$ cat src/rtl/ingress_arb_pkg.sv
// ingress_arb_pkg: descriptor field positions and FSM encoding shared by the ingress arbiter.
// Rev 1.0
`default_nettype none

package ingress_arb_pkg;

  localparam int ERR_BIT = 15;
  localparam int SRC_MSB = 14;
  localparam int SRC_LSB = 11;
  localparam int LEN_MSB = 10;

  typedef enum logic [2:0] {
    S_IDLE    = 3'd0,
    S_PTR_RD  = 3'd1,
    S_PTR_LAT = 3'd2,
    S_CHECK   = 3'd3,
    S_XFER    = 3'd4,
    S_DESC    = 3'd5,
    S_DROP    = 3'd6,
    S_DONE    = 3'd7
  } state_t;

  function automatic logic [3:0] onehot4(input logic [1:0] idx);
    return 4'b0001 << idx;
  endfunction

endpackage

`default_nettype wire

$ cat src/rtl/ingress_frame_arbiter_rr.sv
// rr_arbiter_4: combinational round-robin pick of the first requester at or after ptr.
// Rev 1.0
`default_nettype none

module rr_arbiter_4 (
  input  logic [3:0] req_i,
  input  logic [1:0] ptr_i,
  output logic [1:0] gnt_idx_o,
  output logic       gnt_valid_o
);

  logic [1:0] w_idx;

  // Scan farthest-first so the requester closest to ptr overwrites the others.
  always_comb begin
    gnt_idx_o   = 2'd0;
    gnt_valid_o = 1'b0;
    w_idx       = ptr_i;
    for (int k = 3; k >= 0; k--) begin
      w_idx = ptr_i + 2'(k);
      if (req_i[w_idx]) begin
        gnt_idx_o   = w_idx;
        gnt_valid_o = 1'b1;
      end
    end
  end

endmodule

`default_nettype wire

$ cat src/rtl/ingress_frame_arbiter.sv
// ingress_frame_arbiter: round-robin frame mover from 4 MAC queues into the shared sfifo/ptr_sfifo.
// Rev 1.0
`default_nettype none

module ingress_frame_arbiter
  import ingress_arb_pkg::*;
#(
  parameter int NPORT        = 4,
  parameter int DATA_DEPTH   = 4096,
  parameter int CNT_W        = 12,
  parameter int LEN_W        = 11,
  parameter int SPACE_MARGIN = 4
) (
  input  logic                 clk,
  input  logic                 rst,
  input  logic [NPORT-1:0]     in_ptr_empty,
  output logic [NPORT-1:0]     in_ptr_rd,
  input  logic [16*NPORT-1:0]  in_ptr_dout,
  output logic [NPORT-1:0]     in_data_rd,
  input  logic [8*NPORT-1:0]   in_data_dout,
  output logic [7:0]           sfifo_din,
  output logic                 sfifo_wr,
  input  logic [CNT_W-1:0]     sfifo_cnt,
  output logic [15:0]          ptr_sfifo_din,
  output logic                 ptr_sfifo_wr,
  input  logic                 ptr_sfifo_full,
  output logic                 busy,
  output logic [1:0]           grant_port,
  output logic [15:0]          drop_cnt
);

  localparam logic [CNT_W:0]   SPACE_LIMIT = (CNT_W+1)'(DATA_DEPTH - SPACE_MARGIN);
  localparam logic [LEN_W-1:0] LEN_ZERO    = '0;
  localparam logic [LEN_W-1:0] LEN_ONE     = LEN_W'(1);

  state_t            state_q;
  logic [1:0]        rr_q;
  logic [1:0]        grant_q;
  logic [LEN_W-1:0]  len_q;
  logic              err_q;
  logic [LEN_W-1:0]  cnt_q;
  logic [NPORT-1:0]  in_ptr_rd_q;
  logic [NPORT-1:0]  in_data_rd_q;
  logic              sfifo_wr_q;
  logic              ptr_wr_q;
  logic [15:0]       ptr_din_q;
  logic              busy_q;
  logic [15:0]       drop_q;

  logic [NPORT-1:0]  w_req;
  logic [1:0]        w_gnt_idx;
  logic              w_gnt_valid;
  logic [15:0]       w_ptr_word;
  logic [7:0]        w_data_byte;
  logic [CNT_W:0]    w_space_sum;
  logic              w_space_ok;
  logic              w_unused_src;

  assign w_req        = ~in_ptr_empty;
  assign w_ptr_word   = in_ptr_dout[16*grant_q +: 16];
  assign w_data_byte  = in_data_dout[8*grant_q +: 8];
  assign w_unused_src = ^w_ptr_word[SRC_MSB:SRC_LSB];

  // One extra bit so occupancy + len can never wrap before the compare.
  assign w_space_sum  = {1'b0, sfifo_cnt} + {{(CNT_W+1-LEN_W){1'b0}}, len_q};
  assign w_space_ok   = !ptr_sfifo_full && (w_space_sum <= SPACE_LIMIT);

  rr_arbiter_4 u_rr (
    .req_i       (w_req),
    .ptr_i       (rr_q),
    .gnt_idx_o   (w_gnt_idx),
    .gnt_valid_o (w_gnt_valid)
  );

  always_ff @(posedge clk or posedge rst) begin
    if (rst) begin
      state_q      <= S_IDLE;
      rr_q         <= 2'd0;
      grant_q      <= 2'd0;
      len_q        <= '0;
      err_q        <= 1'b0;
      cnt_q        <= '0;
      in_ptr_rd_q  <= '0;
      in_data_rd_q <= '0;
      sfifo_wr_q   <= 1'b0;
      ptr_wr_q     <= 1'b0;
      ptr_din_q    <= 16'h0000;
      busy_q       <= 1'b0;
      drop_q       <= 16'h0000;
    end else begin
      in_ptr_rd_q <= '0;
      sfifo_wr_q  <= (state_q == S_XFER);
      case (state_q)
        S_IDLE: begin
          if (w_gnt_valid) begin
            grant_q     <= w_gnt_idx;
            in_ptr_rd_q <= onehot4(w_gnt_idx);
            busy_q      <= 1'b1;
            state_q     <= S_PTR_RD;
          end
        end
        S_PTR_RD: state_q <= S_PTR_LAT;
        S_PTR_LAT: begin
          len_q   <= w_ptr_word[LEN_MSB:0];
          err_q   <= w_ptr_word[ERR_BIT];
          state_q <= S_CHECK;
        end
        S_CHECK: begin
          if (err_q || (len_q == LEN_ZERO)) begin
            cnt_q        <= len_q;
            in_data_rd_q <= (len_q == LEN_ZERO) ? '0 : onehot4(grant_q);
            if (drop_q != 16'hFFFF) drop_q <= drop_q + 16'd1;
            state_q      <= S_DROP;
          end else if (w_space_ok) begin
            cnt_q        <= len_q;
            in_data_rd_q <= onehot4(grant_q);
            state_q      <= S_XFER;
          end
        end
        S_XFER: begin
          if (cnt_q <= LEN_ONE) begin
            in_data_rd_q <= '0;
            state_q      <= S_DESC;
          end else begin
            cnt_q <= cnt_q - LEN_ONE;
          end
        end
        // First DESC cycle carries the last delayed byte; the second carries the descriptor.
        S_DESC: begin
          if (!ptr_wr_q) begin
            ptr_wr_q  <= 1'b1;
            ptr_din_q <= {1'b0, onehot4(grant_q), len_q};
          end else begin
            ptr_wr_q <= 1'b0;
            state_q  <= S_DONE;
          end
        end
        S_DROP: begin
          if (cnt_q <= LEN_ONE) begin
            in_data_rd_q <= '0;
            state_q      <= S_DONE;
          end else begin
            cnt_q <= cnt_q - LEN_ONE;
          end
        end
        S_DONE: begin
          rr_q    <= grant_q + 2'd1;
          busy_q  <= 1'b0;
          state_q <= S_IDLE;
        end
        default: state_q <= S_IDLE;
      endcase
    end
  end

  assign in_ptr_rd     = in_ptr_rd_q;
  assign in_data_rd    = in_data_rd_q;
  assign sfifo_wr      = sfifo_wr_q;
  // The byte sits in the port FIFO's output register, so this mux adds no extra stage.
  assign sfifo_din     = sfifo_wr_q ? w_data_byte : 8'h00;
  assign ptr_sfifo_wr  = ptr_wr_q;
  assign ptr_sfifo_din = ptr_din_q;
  assign busy          = busy_q;
  assign grant_port    = grant_q;
  assign drop_cnt      = drop_q;

endmodule

`default_nettype wire

$ cat config.mk
export PLATFORM = sky130hd
export DESIGN_NAME = ingress_frame_arbiter
export DESIGN_NICKNAME = d
export VERILOG_FILES = /design/src/rtl/ingress_arb_pkg.sv /design/src/rtl/ingress_frame_arbiter_rr.sv /design/src/rtl/ingress_frame_arbiter.sv
export SDC_FILE = /design/constraint.sdc
export NUM_CORES = 1
export LEC_CHECK = 0
export CORE_UTILIZATION = 41
export CTS_CLUSTER_DIAMETER = 200
export DETAILED_ROUTE_END_ITERATION = 8
export PLACE_DENSITY_LB_ADDON = 0.1
export SLEW_MARGIN = 0
export SYNTH_ARGS = -nofsm -noshare
export SYNTH_HDL_FRONTEND = slang
export SYNTH_SLANG_ARGS = --single-unit
$ cat constraint.sdc
create_clock -name clk -period 3 [get_ports clk]
set_input_delay 0.75 -clock clk [delete_from_list [all_inputs] [get_ports clk]]
set_output_delay 0.75 -clock clk [all_outputs]
set_load 0.05 [all_outputs]
# Yosys cells after proc, flatten, opt, wreduce, memory -nomap -nowiden
# Cells that the tools add are included.
[word_totals]
out_inout_bits = 53
reg_bits = 72
input_bits = 115
[classes]
shifts = 4
reduce_logical = 15
muxes = 38
n_addsub = 7
eq_ne = 15
magnitude_cmp = 6
bitwise = 2
[op_table]
columns = ["operator", "count"]
rows = [
  ["variable part select 64 x 7 -> 16 bit", 1],
  ["2-to-1 mux 11 bit", 3],
  ["variable part select 32 x 6 -> 8 bit", 1],
  ["2-to-1 mux 4 bit", 6],
  ["one-hot mux 3 bit (8 select lines)", 1],
  ["one-hot mux 11 bit (2 select lines)", 1],
  ["2-to-1 mux 3 bit", 6],
  ["adder 16 x 1 -> 16 bit (second input constant)", 1],
  ["!= test 16 bit (second input constant)", 1],
  ["adder 12 x 11 -> 13 bit", 1],
  ["less-or-equal comparator 13 x 12 -> 1 bit (second input constant)", 1],
  ["equality test 3 bit (second input constant)", 4],
  ["< comparator 2 x 3 -> 1 bit (second input constant)", 4],
  ["less-or-equal comparator 11 x 1 -> 1 bit (second input constant)", 1],
  ["zero test 11 bit", 1],
  ["subtractor 11 x 1 -> 11 bit (second input constant)", 1],
  ["2-to-1 mux 1 bit", 10],
  ["AND reduction 3 bit", 3],
  ["binary-select mux 1 bit (select 2 bit)", 4],
  ["2-to-1 mux 2 bit", 4],
  ["2-to-1 mux 8 bit", 1],
  ["one-hot mux 4 bit (2 select lines)", 1],
  ["left shift 1 x 2 -> 4 bit (first input constant)", 2],
  ["equality test 3 x 2 -> 1 bit (second input constant)", 2],
  ["17 further kinds", 26],
]

# Longest topological paths before layout
# Gate-level depths: netlist of run 1.
[depth]
depth_word = 10
mapped_depth = 11
mapped_depth_nobuf = 10

# Cells and area by module
# A second synthesis of run 1 with hierarchy kept.
[hier_totals]
cells_unflattened = 421
area_unflattened_um2 = 4468.0
[modules_own_cells]
columns = ["mod", "area_per_inst_um2", "cells_per_inst", "n_inst", "seq_area_each_um2"]
rows = [
  ["ingress_frame_arbiter", 4390.5, 408, 1, 1801.7],
  ["rr_arbiter_4", 77.6, 13, 1, 0.0],
]

# Least setup slack after synthesis of run 1
# No wires, ideal clock.
[synth_path]
kind = "input to register"
start = "input port sfifo_cnt[0]"
end = "register cnt_q[3]"
path_slack_ns = -0.148
setup_ns = 0.126
t_arrival_ns = 3.022
required_ns = 2.874
stages = 11
cell_sequence = "ha_1 fa_1 a21oi_1 o22ai_1 o41ai_2 o21ai_0 o21ai_0 o211ai_1 buf_6 a221oi_1 o21ai_1"
[synth_via]
elab_chain_cells = 5
[synth_rtl]
columns = ["item", "line", "rtl"]
rows = [
  ["start: declaration", "ingress_frame_arbiter.sv:23", "input logic [CNT_W-1:0] sfifo_cnt,"],
  ["adder 12 x 11 -> 13 bit", "ingress_frame_arbiter.sv:65", "assign w_space_sum = {1'b0, sfifo_cnt} + {{(CNT_W+1-LEN_W){1'b0}}, len_q};"],
  ["less-or-equal comparator 13 x 12 -> 1 bit", "ingress_frame_arbiter.sv:66", "assign w_space_ok = !ptr_sfifo_full && (w_space_sum <= SPACE_LIMIT);"],
  ["logical AND 1 bit", "ingress_frame_arbiter.sv:66", ""],
  ["!= test 3 bit (no source line)", "-", ""],
  ["AND reduction 3 bit (no source line)", "-", ""],
  ["end signal: assignment", "ingress_frame_arbiter.sv:110", "cnt_q <= len_q;"],
  ["end signal: assignment", "ingress_frame_arbiter.sv:115", "cnt_q <= len_q;"],
  ["end signal: assignment", "ingress_frame_arbiter.sv:125", "cnt_q <= cnt_q - LEN_ONE;"],
  ["end: declaration", "ingress_frame_arbiter.sv:41", "logic [LEN_W-1:0] cnt_q;"],
]
# No other way between the ends.
# A chain may end at the register's enable or synchronous reset.

# Final worst setup path of run 1
[layout_path]
start = "input port sfifo_cnt[3]"
end = "register cnt_q[7]"
# Same word-level chain as after synthesis.

==> results_dict.tcl, run 1 <==
set metrics [dict create \
    leakage_nw 2.97 \
    die_w_um 106 \
    wl_per_cell_um 17.3 \
    ys_ff_latch 72 \
    crit_required_ns 3.24 \
    cts.sinks 72 \
    holdWs_ns 0.504 \
    ir_worst_vdd_mv 0.198 \
    grt_pass1_vias 4371 \
    critPathKind "in -> reg" \
    areaGrowthSynthToFinish_pct 54.8 \
    grt_usage_pct 24.3 \
    cts_hold_buf 0 \
    syn_nets 557 \
    critPathLaunch "sfifo_cnt[3]" \
    worstReg2RegEnd "cnt_q[4]$_DFFE_PP0P_" \
    final_net_count 749 \
    fmax_mhz 344 \
    place.port_buffers 150 \
    synth.yosys.seq_area_share_pct 40.2 \
    synth_area_um2 4480 \
    synth_edf_count 0 \
    root_buffer "clkbuf_8" \
    finClkSkew_ns 0.00953 \
    slew-limit-headroom_pct 40.3 \
    rsz0062_at_grt "true" \
    fin_crit_sh_pct 96.9 \
    finalHoldViolations 0 \
    synth_top_area_share_pct 40.2 \
    yosysMostFrequentCell "dfrtp_1" \
    r2r-start "len_q[0]$_DFFE_PP0N_" \
    synthCells 423 \
    synthTopCellsByCount "dfrtp_1, nor2_1, mux2_2" \
    status "finished clean" \
    syn_avg_cell_area_um2 10.6 \
    drc 0 \
    antenna_found_initial 0 \
    cts.clk_slew.worst_paths_ns 0.08 \
    drt-initial-drc-count 187 \
    multi_input_area_um2 2810 \
    die_y_um 106 \
    grt_max_degree 34 \
    globalplace.congestion 0.879 \
    crit_path_start_kind "input pin" \
    wl_um 13100 \
    reg2reg_depth 11 \
    initial_core_util_pct 42.8 \
    critPathCaptureType "flip-flop" \
    tritoncts "built" \
    die-area_um2 11300 \
    hpwl_um 10000 \
    diodes 0 \
    overflow 0 \
    ant_nets 0 \
    via_per_inst 5.55 \
    yosysUniqueCellTypes 60 \
    yosys.area.top_type "dfrtp_1" \
    crit_end "cnt_q[7]$_DFFE_PP0P_" \
    hp-start "drop_cnt[9]$_DFFE_PP0P_" \
    cts_made_buffers 9 \
    final-seq-area_um2 1800 \
    rows 37 \
    drive_above_1_share_pct 26.8 \
    ys.flop_type "dfrtp_1" \
    min_path_type "reg -> reg" \
    rrSetupSlack_ns 0.16 \
    p_per_area_nw_per_um2 313 \
    final_cells 756 \
    dp_cells 738 \
    vias 4198 \
    ys_top_cells_by_area "dfrtp_1, mux4_2, mux2_2" \
    setup_violations 0 \
    clock_latency_ns 0.35 \
    max_slew.worst_pin.slew_ns 0.893 \
    dr.pass1.iters 4 \
    final-max-slew-violation-count 0 \
    fill_cells 870 \
    crit_fanout 6 \
    core_um2 10500 \
    min_period_ns 2.91 \
    async_flop_share_pct 100 \
    h-tree-depth 3 \
    synth_warnings 0 \
    cp.arrival_ns 3.15 \
    clock_path_buffers 2 \
    cap_violations 0 \
    grt_pass1_wl_um 21200 \
    ios 168 \
]
-- layout by cell type, fill, tap and decap left out, types with 7 or more instances in the layout --
cell type        netlist  routed
clkdlybuf4s50_1        0     133
dfrtp_1               72      72
buf_4                  1      54
nor2_1                34      34
mux2_2                30      30
nand2_1               26      26
mux4_2                20      20
nand3_1               17      17
nor3_1                21      15
inv_1                 14      13
o21ai_0               21      13
o21ai_1                5      13
xnor2_1               13      12
ha_4                   0      11
nand4_1                9       9
clkbuf_8               0       9
and2_1                 8       8
a21oi_1               10       7
o211ai_1               7       7
ha_1                  18       7
-- stage by stage --
step                setup slack, ns   TNS [ns]  cell area, um^2  utilization (%)  total power, mW
detailed placement           -0.709     -10.53             6440             61.6             1.31
global placement             -0.660      -9.98             6440             61.6             1.31
global route                -0.0257    -0.0884             6930             66.2             2.25
finish                       0.0925          0             6930             66.2             2.17
floorplan                    0.0126          0             4500                -             1.13
CTS                       -0.000230  -0.000230             6790             64.9             2.18
-- layout make-up --
type                    count  area share, %
repair buffers            198           27.0
inverters                  14          0.759
well taps                 136           2.46
clock inverters             6           1.34
flip-flops and latches     72           26.0
multi-input cells         320           40.6
clock buffers              10           1.84
-- metal layers --
| metal | GRT usage (%) | vias up | wire length, um |
|---|---|---|---|
| met5 | 0 | - | 0 |
| met4 | 10.1 | 0 | 290 |
| met3 | 4.35 | 26 | 798 |
| met2 | 41.9 | 154 | 6490 |
| met1 | 29.9 | 2046 | 5490 |
| li1 | - | 1972 | - |
-- power by group --
part / total (mW) / internal, mW / switching (mW)
clock: 0.863 / 0.473 / 0.390
combinational: 0.324 / 0.209 / 0.115
sequential: 0.980 / 0.971 / 0.00888
total: 2.17 / 1.65 / 0.514
-- flip-flops by register name, indices dropped and copies added (netlist names) --
signal / flops
sfifo_wr: 1
in_ptr_rd: 4
drop_cnt: 16
ptr_sfifo_din: 15
len_q: 11
in_data_rd: 4
rr_q: 2
grant_port: 2
cnt_q: 11
err_q: 1
busy: 1
state_q: 3
ptr_sfifo_wr: 1
-- timing repair --
action / 4_1_cts / 5_1_grt
setup endpoints to repair: 17 / 16
setup buffers: 1 / 1
pin swaps: 19 / 24
gates resized for setup: 29 / 26
-- cells by family after synthesis --
kind of cell    after synthesis  share of synthesized area (%)
simple gates                144                           16.0
compound gates               86                           13.6
flops                        72                           40.2
mux                          51                           17.8
buf+inv                      31                           3.07
fa+ha+maj                    19                           5.48
xor+xnor                     19                           3.72
other cells                   1                         0.0838
-- critical path: stages --
cell             delay, ns
clkdlybuf4s50_1       0.53
ha_4                  0.24
nand3_1               0.09
o22ai_2               0.10
o41ai_2               0.34
o21ai_1               0.11
o21ai_1               0.22
o21ai_1               0.10
buf_4                 0.16
buf_4                 0.13
o2bb2ai_1             0.12
a211o_1               0.26
-- worst min path at each step --
stage                                     end  cells past startpoint
global route         drop_cnt[10]$_DFFE_PP0P_                      1
CTS                   drop_cnt[9]$_DFFE_PP0P_                      1
detailed placement  in_data_rd[1]$_DFFE_PP0P_                      1
finish                drop_cnt[9]$_DFFE_PP0P_                      1
floorplan                cnt_q[4]$_DFFE_PP0P_                      2
global placement     drop_cnt[10]$_DFFE_PP0P_                      1
Note: power is estimated with default switching activity, not from simulation.
==> inputs of run 2 (changes only) <==
--- a/config.mk
+++ b/config.mk
@@ -11,2 +11,3 @@
 export PLACE_DENSITY_LB_ADDON = 0.1
+export RECOVER_POWER = 50
 export SLEW_MARGIN = 0
--- a/constraint.sdc
+++ b/constraint.sdc
@@ -3,2 +3,2 @@
 set_output_delay 0.75 -clock clk [all_outputs]
-set_load 0.05 [all_outputs]
+set_load 0.1 [all_outputs]
==> results_dict.tcl, run 2 (synthesis results as in run 1) <==
set metrics [dict create \
    layout_common_cells "clkdlybuf4s50_1, buf_4, dfrtp_1" \
    via_per_inst 5.56 \
    wl_um 13300 \
    grt_usage_pct 24.4 \
    root_buffer "clkbuf_8" \
    ios 168 \
    largest_reg_flops 16 \
    diodes 0 \
    final_core_util_pct 66.5 \
    vias 4212 \
    busiest_layer "met2" \
    cts.sinks 72 \
    grt_pass1_vias 4303 \
    crit_required_ns 3.24 \
    drt-initial-drc-count 245 \
    place.port_buffers 150 \
    final_cells 757 \
    antenna_found_initial 0 \
    cap_violations 1 \
    use_met3_pct 4.72 \
    cp.arrival_ns 3.25 \
    h-tree-depth 3 \
    overflow 0 \
    tritoncts "built" \
    critPathKind "in -> reg" \
    die-area_um2 11300 \
    fmax_mhz 332 \
    core_um2 10500 \
    critPathCaptureType "flip-flop" \
    crit_path_start_kind "input pin" \
    die_y_um 106 \
    met2_usage_pct 41.8 \
    pre_cts_slack_ns -0.762 \
    final_common_cell "clkdlybuf4s50_1" \
    grt_max_degree 73 \
    worst_slack_ns -0.00802 \
    hpwl_um 9830 \
    leakage_nw 3.07 \
    fin_crit_sh_pct 100 \
    clock_latency_ns 0.36 \
    slew-limit-headroom_pct -16.5 \
    final-max-slew-violation-count 73 \
    dr.pass1.iters 4 \
    grtUsageMet1_pct 31.1 \
    areaGrowthSynthToFinish_pct 55.4 \
    rows 37 \
    cts_made_buffers 9 \
    drc 0 \
    initial_core_util_pct 42.8 \
    rsz0062_at_grt "true" \
    ant_nets 0 \
    finClkSkew_ns 0.0115 \
    dp_cells 732 \
    setup_violations 2 \
    final_net_count 750 \
    cts.clk_slew.worst_paths_ns 0.09 \
    min_path_type "reg -> reg" \
    ir_worst_vdd_mv 0.189 \
    wl_per_cell_um 17.6 \
    globalplace.congestion 0.853 \
    drive_above_1_share_pct 36.1 \
    grt_pass1_wl_um 21400 \
    max_slew.worst_pin.slew_ns 1.75 \
    status "complete, but fails checks" \
    finalHoldViolations 0 \
    p_per_area_nw_per_um2 300 \
    die_w_um 106 \
    crit_fanout 6 \
    violations "max-capacitance violations, max-slew violations, negative setup slack" \
    min_period_ns 3.01 \
    clock_path_buffers 2 \
]
==> run 2: changes by cell type in the layout (fill, tap and decap cells not counted), sizes merged, moves of 2 or more <==
| cell | change |
|---|---|
| clkinv | +2 |
| dlygate4sd3 | +2 |
| clkbuf | +2 |
| buf | +41 |
| clkdlybuf4s50 | -44 |
==> run 2: final timing paths <==
check	start	endpoint	slack, ns	cells after the start
worst min register to register	drop_cnt[10]$_DFFE_PP0P_	drop_cnt[10]$_DFFE_PP0P_	0.49	1
min in group asynchronous	rst	in_ptr_rd[2]$_DFF_PP0_	1.45	3
worst max register to register	len_q[0]$_DFFE_PP0N_	in_data_rd[2]$_DFFE_PP0P_	0.09	11
worst min-delay path	drop_cnt[10]$_DFFE_PP0P_	drop_cnt[10]$_DFFE_PP0P_	0.49	1
max in group asynchronous	rst	grant_port[0]$_DFFE_PP0P_	0.42	3
worst max-delay path	sfifo_cnt[4]	in_data_rd[2]$_DFFE_PP0P_	-0.008	11
==> run 2: critical path: stages <==
cell and delay (ns):
clkdlybuf4s50_1 0.51, ha_4 0.23, a21oi_2 0.19, o22ai_4 0.11, o41ai_4 0.35, buf_4 0.17
o221ai_2 0.11, buf_4 0.19, o211a_4 0.27, and3_4 0.15, a31o_2 0.21
==> run 2: cell type report <==
| class | count | area, um^2 |
|---|---|---|
| clock inverters | 6 | 67.6 |
| repair buffers | 198 | 1840 |
| flip-flops and latches | 72 | 1800 |
| well taps | 136 | 170 |
| clock buffers | 10 | 128 |
| fillers | 853 | 3500 |
| inverters | 14 | 52.6 |
| multi-input cells | 321 | 2900 |
==> run 2: timing repair <==
action,4_1_cts,5_1_grt
pin swaps,20,24
resized for setup,35,36
setup endpoints to repair,18,18
hold buffers,0,0
gates cloned,2,0
buffers inserted,5,2
==> run 2: routing by layer <==
layer	vias up	wire length [um]
li1	1987	-
met2	165	6750
met3	20	738
met4	0	171
met1	2040	5650
met5	-	0
==> run 2: through the flow <==
step	cell area [um^2]	hold WS, ns	total power, mW	setup TNS (ns)
floorplan	4510	0.479	1.14	-0.0600
global placement	6390	0.473	1.31	-10.67
detailed placement	6390	0.495	1.31	-11.62
CTS	6760	0.507	2.09	-0.0112
global route	6960	0.526	2.17	-0.448
finish	6960	0.493	2.09	-0.0127
==> run 2: power breakdown <==
group          internal (mW)  switching, mW  leakage, nW  total, mW
clock network          0.387          0.391       0.0929      0.778
logic                  0.203          0.116         2.02      0.319
registers              0.972         0.0166        0.956      0.988
